[src/rtl/sc_spawner_pkg.sv]
// Shared types and constants for the Road Fighter obstacle spawner.
package sc_spawner_pkg;

    localparam int unsigned RAND_W  = 8;
    localparam int unsigned LANE_W  = 3;
    localparam int unsigned COOL_W  = 4;
    localparam int unsigned LEVEL_W = 2;
    localparam int unsigned DENS_W  = 4;

    typedef enum logic [1:0] {
        IDLE   = 2'd0,
        WAIT   = 2'd1,
        SAMPLE = 2'd2,
        EMIT   = 2'd3
    } state_t;

    localparam logic [DENS_W-1:0] DENSITY_L0 = 4'd2;
    localparam logic [DENS_W-1:0] DENSITY_L1 = 4'd4;
    localparam logic [DENS_W-1:0] DENSITY_L2 = 4'd6;
    localparam logic [DENS_W-1:0] DENSITY_L3 = 4'd8;

    localparam logic [RAND_W-1:0] ROW_EMPTY = 8'h00;

    // Spawn threshold compared against the 3-bit density field of the random byte.
    function automatic logic [DENS_W-1:0] density_threshold(input logic [LEVEL_W-1:0] level);
        logic [DENS_W-1:0] thr;
        thr = DENSITY_L3;
        case (level)
            2'd0:    thr = DENSITY_L0;
            2'd1:    thr = DENSITY_L1;
            2'd2:    thr = DENSITY_L2;
            default: thr = DENSITY_L3;
        endcase
        return thr;
    endfunction

endpackage

[src/rtl/sc_obstacle_spawner_lane_decoder.sv]
// 3-to-8 one-hot lane decoder with a zero-force override.
module sc_lane_decoder
    import sc_spawner_pkg::*;
(
    input  logic [LANE_W-1:0] lane,
    input  logic              zero_force,
    output logic [RAND_W-1:0] row_c
);

    always_comb begin
        row_c = ROW_EMPTY;
        if (!zero_force) begin
            row_c[lane] = 1'b1;
        end
    end

endmodule

[src/rtl/sc_obstacle_spawner.sv]
// Turns the LFSR random byte into one-hot obstacle rows on each row-advance tick,
// with a density threshold per level and a forced-empty cooldown after each car.
module sc_obstacle_spawner
    import sc_spawner_pkg::*;
#(
    parameter int unsigned DATAWIDTH     = 8,
    parameter int unsigned COOLDOWN_ROWS = 2
) (
    input  logic                 SC_RegRANDOM_CLOCK_50,
    input  logic                 SC_RegRANDOM_RESET_InHigh,
    input  logic [DATAWIDTH-1:0] rand_in,
    input  logic                 tick,
    input  logic                 enable,
    input  logic [LEVEL_W-1:0]   level,
    output logic [DATAWIDTH-1:0] row_out,
    output logic                 row_valid,
    output logic [7:0]           spawn_count,
    output logic                 overrun
);

    localparam int unsigned CNT_W = 8;
    localparam logic [CNT_W-1:0] CNT_MAX = '1;

    state_t               state;
    state_t               state_next;
    logic [DATAWIDTH-1:0] rs;
    logic [DATAWIDTH-1:0] rs_next;
    logic [COOL_W-1:0]    cooldown;
    logic [COOL_W-1:0]    cooldown_next;
    logic [DATAWIDTH-1:0] row_next;
    logic                 row_valid_next;
    logic [CNT_W-1:0]     spawn_count_next;
    logic                 overrun_next;
    logic                 spawn_c;
    logic                 zero_force_c;
    logic [RAND_W-1:0]    lane_row_c;
    logic                 unused_rs;

    // Density field is Rs[7:5]; lane is Rs[2:0]; Rs[4:3] carry no meaning.
    assign spawn_c      = {1'b0, rs[7:5]} < density_threshold(level);
    assign zero_force_c = (cooldown != '0) || !spawn_c;
    assign unused_rs    = ^rs[4:3];

    sc_lane_decoder u_lane_decoder (
        .lane       (rs[2:0]),
        .zero_force (zero_force_c),
        .row_c      (lane_row_c)
    );

    always_ff @(posedge SC_RegRANDOM_CLOCK_50 or posedge SC_RegRANDOM_RESET_InHigh) begin
        if (SC_RegRANDOM_RESET_InHigh) begin
            state <= IDLE;
        end else begin
            state <= state_next;
        end
    end

    // Dropping enable wins over every other transition.
    always_comb begin
        state_next = state;
        if (!enable) begin
            state_next = IDLE;
        end else begin
            case (state)
                IDLE:    state_next = WAIT;
                WAIT:    state_next = tick ? SAMPLE : WAIT;
                SAMPLE:  state_next = EMIT;
                EMIT:    state_next = WAIT;
                default: state_next = IDLE;
            endcase
        end
    end

    always_comb begin
        rs_next          = rs;
        cooldown_next    = cooldown;
        row_next         = row_out;
        row_valid_next   = 1'b0;
        spawn_count_next = spawn_count;
        overrun_next     = tick && ((state == SAMPLE) || (state == EMIT));

        if (!enable) begin
            row_next      = DATAWIDTH'(ROW_EMPTY);
            cooldown_next = '0;
        end else begin
            case (state)
                SAMPLE: rs_next = rand_in;
                EMIT: begin
                    row_valid_next = 1'b1;
                    row_next       = DATAWIDTH'(lane_row_c);
                    if (cooldown != '0) begin
                        cooldown_next = cooldown - COOL_W'(1);
                    end else if (spawn_c) begin
                        cooldown_next = COOL_W'(COOLDOWN_ROWS);
                        if (spawn_count != CNT_MAX) begin
                            spawn_count_next = spawn_count + CNT_W'(1);
                        end
                    end
                end
                default: ;
            endcase
        end
    end

    always_ff @(posedge SC_RegRANDOM_CLOCK_50 or posedge SC_RegRANDOM_RESET_InHigh) begin
        if (SC_RegRANDOM_RESET_InHigh) begin
            rs          <= '0;
            cooldown    <= '0;
            row_out     <= DATAWIDTH'(ROW_EMPTY);
            row_valid   <= 1'b0;
            spawn_count <= '0;
            overrun     <= 1'b0;
        end else begin
            rs          <= rs_next;
            cooldown    <= cooldown_next;
            row_out     <= row_next;
            row_valid   <= row_valid_next;
            spawn_count <= spawn_count_next;
            overrun     <= overrun_next;
        end
    end

endmodule

[config.mk]
export PLATFORM = sky130hd
export DESIGN_NAME = sc_obstacle_spawner
export DESIGN_NICKNAME = d
export VERILOG_FILES = /design/src/rtl/sc_spawner_pkg.sv /design/src/rtl/sc_obstacle_spawner_lane_decoder.sv /design/src/rtl/sc_obstacle_spawner.sv
export SDC_FILE = /design/constraint.sdc
export NUM_CORES = 1
export LEC_CHECK = 0
export ABC_CLOCK_PERIOD_IN_PS = 2200
export BUFFER_PORTS_ARGS = -buffer_cell sky130_fd_sc_hd__buf_2
export CAP_MARGIN = 0
export CORE_MARGIN = 2
export CORE_UTILIZATION = 28
export CTS_BUF_LIST = sky130_fd_sc_hd__clkbuf_2
export DETAILED_ROUTE_END_ITERATION = 6
export SLEW_MARGIN = 20
export SYNTH_ARGS = -nofsm -noshare
export SYNTH_HDL_FRONTEND = slang
export SYNTH_SLANG_ARGS = --single-unit
export TNS_END_PERCENT = 50
[constraint.sdc]
create_clock -name SC_RegRANDOM_CLOCK_50 -period 2.2 [get_ports SC_RegRANDOM_CLOCK_50]
set_input_delay 0.11 -clock SC_RegRANDOM_CLOCK_50 [delete_from_list [all_inputs] [get_ports SC_RegRANDOM_CLOCK_50]]
set_output_delay 0.11 -clock SC_RegRANDOM_CLOCK_50 [all_outputs]
set_load 0.1 [all_outputs]
==> metrics.md <==
| Metric | Value |
|---|---|
| Worst Path Arrival | `2.18 ns` |
| Die Width | `73.4 um` |
| Most frequent cell after synthesis | `dfrtp_1` |
| CTS Buf Count | `5` |
| DR WL/cell | `12.6 um` |
| Initial antenna violation count | `0` |
| Port bufs | `28` |
| Initial Utilization | `28.8%` |
| Worst Setup End Kind | `flop` |
| Critical path class | `flop to flop` |
| Setup TNS | `0 ns` |
| Final Critical Period | `1.93 ns` |
| Net Count, Synth | `132` |
| Hold Path Class | `primary input to flop` |
| Flop pwr share | `51.5%` |
| Post-synth top area share | `53.8%` |
| Dpl hpwl | `1950 um` |
| RSZ-0062 raised after global routing | `false` |
| Worst-path clk slew | `0.14 ns` |
| Clock sink total | `29` |
| Warnings, synthesis | `0` |
| Root buf cell | `clkbuf_2` |
| Distinct cells, synth | `30` |
| Fmax | `0.519 GHz` |
| Router iterations before antenna repair | `4` |
| Seq/Total Area, Yosys | `53.8%` |
| Layout area overhead | `23.5%` |
| Vias in the first global route | `1019` |
| Maximum root-to-sink buffer count | `2` |
| Post-CTS Hold Buffers | `7` |
| Cells after Synth | `113` |
| Hold Fails Final Rpt | `0` |
| Peak VDD IR | `0.280 mV` |
| DR DRC count | `0` |
| Required time of the worst setup path | `2.45 ns` |
| Internal | `0.776 mW` |
| I/O pin count | `32` |
| Vias | `976` |
| Die H | `73.4 um` |
| Status | `finished clean` |
| Pwr/cell area | `746 nW/um^2` |
| Util after Layout | `35.5%` |
| Final WL | `2630 um` |
| Yosys reg bits | `29` |
| Synth cell count leaders | `dfrtp_1 (29), nor2_1 (8), mux2_2 (7), a22o_1 (6), inv_1 (6)` |
| Max_cap viols | `0` |
| Psw | `0.467 mW` |
| Top FF cell, synth | `dfrtp_1` |
| Congestion Overflow GR | `0` |
| Via-to-Cell Ratio | `4.67` |
| R2R setup slack | `0.27 ns` |
| Nets@finish | `173` |
| DR iter-0 viols | `20` |
| Ant diodes | `0` |
| Slew HR | `66.8%` |
| Worst-Skew Late Latency | `0.35 ns` |
| Maximum fanout along the worst path | `10` |
| Post-cts repair resize count | `0` |
| First-pass GRT wire length | `4490 um` |
| Leakage power total | `0.830 nW` |
| Clk pwr share | `21.6%` |
| Routability cong. | `0.852` |
| Skew final | `0.00953 ns` |
| Multi-input gate area | `594 um^2` |
| Post-synth top area cell | `dfrtp_1` |
| Sw Ratio | `37.6%` |
| Worst Max-Slew Pin Slew | `0.501 ns` |
| Post-route ant nets | `0` |
| Fill count | `489` |
| Comb pwr share | `26.9%` |
| Main area contributors after synthesis | `dfrtp_1 (54%), mux2_2 (5.8%), ha_1 (4.6%)` |
| Die area | `5390 um^2` |
| H-tree depth | `2` |
| Startpoint Class | `flop` |
| Async set-reset flop share out of synthesis | `100%` |
| Max-slew violation count | `0` |
| Final setup viols | `0` |
| Tcrit/Tclk final | `87.6%` |
| CORE AREA | `4690 um^2` |
| CTS tree | `built` |
| Largest net degree at the start of global routing | `30` |
| Avg Cell Area, Syn | `11.9 um^2` |
| Post-CTS Setup Bufs | `0` |
| Mapped cell area | `1350 um^2` |
| EDFF count, synth | `0` |
| GRT Util Overall | `11.0%` |
| Share of post-route cells with drive strength above 1 | `31.6%` |
| Seq. cell area | `726 um^2` |
| # rows | `25` |
worst paths after layout:
path,endpoint,depth (start not counted),startpoint
max in group asynchronous,spawn_count[5],4,SC_RegRANDOM_RESET_InHigh
worst max-delay path,spawn_count[1],6,cooldown[0]
worst min register to register,row_out[7],1,row_out[7]
worst min-delay path,cooldown[1],3,enable
worst max register to register,spawn_count[1],6,cooldown[0]
min in group asynchronous,spawn_count[7],4,SC_RegRANDOM_RESET_InHigh
critical path: stages (launching register included):
cell and delay, ns:
dfrtp_1 0.42, inv_1 0.10, ha_1 0.20, nor3b_4 0.30
o311ai_4 0.23, nor2_1 0.24, mux2_2 0.35
placed cells by master (no fill, tap or decap):
cell type	n
nor2b_1	5
a21oi_1	2
o22ai_1	1
mux2i_1	2
and2_1	3
and3_2	1
nand2b_1	2
nand3_1	4
nand4_1	2
nor4b_2	1
nor2_1	8
a32o_1	2
clkbuf_2	8
nand3b_1	2
nand2_1	5
buf_2	28
a22o_1	6
buf_4	1
a21boi_0	1
inv_1	6
xor2_1	5
dfrtp_1	29
nor3_1	4
dlygate4sd3_1	7
or2b_1	1
nor4_1	3
nor3b_4	1
nor3_2	1
o32a_1	1
mux2_2	7
o311ai_4	1
ha_1	5
metrics by stage:
stage / hold WS (ns) / std cells / setup WS, ns / total power [mW] / cell area, um^2
2_1_floorplan: 0.188 / 113 / 0.0447 / 0.907 / 1350
3_3_place_gp: 0.191 / 194 / 0.293 / 0.961 / 1560
3_5_place_dp: 0.202 / 194 / 0.265 / 0.979 / 1560
4_1_cts: 0.0607 / 209 / 0.244 / 1.26 / 1670
5_1_grt: 0.0590 / 209 / 0.100 / 1.32 / 1670
6_report: 0.0811 / 209 / 0.274 / 1.24 / 1670
cell type report:
cell class	count	area share [%]
Clock buffer	8	2.40
Inverter	6	1.35
Multi-Input combinational cell	76	35.6
Tap cell	54	4.05
Timing Repair Buffer	36	13.1
Sequential cell	29	43.5
flip-flops by register name (all words and copies together), names as in the netlist:
| name | flops |
|---|---|
| row_valid | 1 |
| state | 2 |
| rs | 5 |
| cooldown | 4 |
| overrun | 1 |
| spawn_count | 8 |
| row_out | 8 |
kinds of logic (layout without fill, tap and decap cells):
family                   after synthesis  in the layout  share of synthesized area (%)
flip-flops                            29             29                           53.8
AO/OA/AOI/OAI                         14             14                           9.82
multiplexers                           9              9                           7.32
XOR/XNOR                               5              5                           3.24
buffers and inverters                  8             50                           2.22
adder cells (fa/ha/maj)                5              5                           4.63
AND/OR/NAND/NOR                       43             43                           19.0
power by group through the flow:
stage          logic (mW)  registers, mW  clock network (mW)
3_5_place_dp        0.329          0.651                   0
4_1_cts             0.339          0.640               0.279
3_3_place_gp        0.318          0.643                   0
5_1_grt             0.360          0.652               0.306
6_report            0.334          0.641               0.269
2_1_floorplan       0.125          0.782                   0
layer usage:
metal	track usage, %	vias to the layer above	routed length, um
met3	2.88	7	118
met4	5.45	0	63
met2	17.5	24	1240
met5	0	-	0
li1	-	487	-
met1	13.8	458	1210
Power figures use the tool's default switching activity.
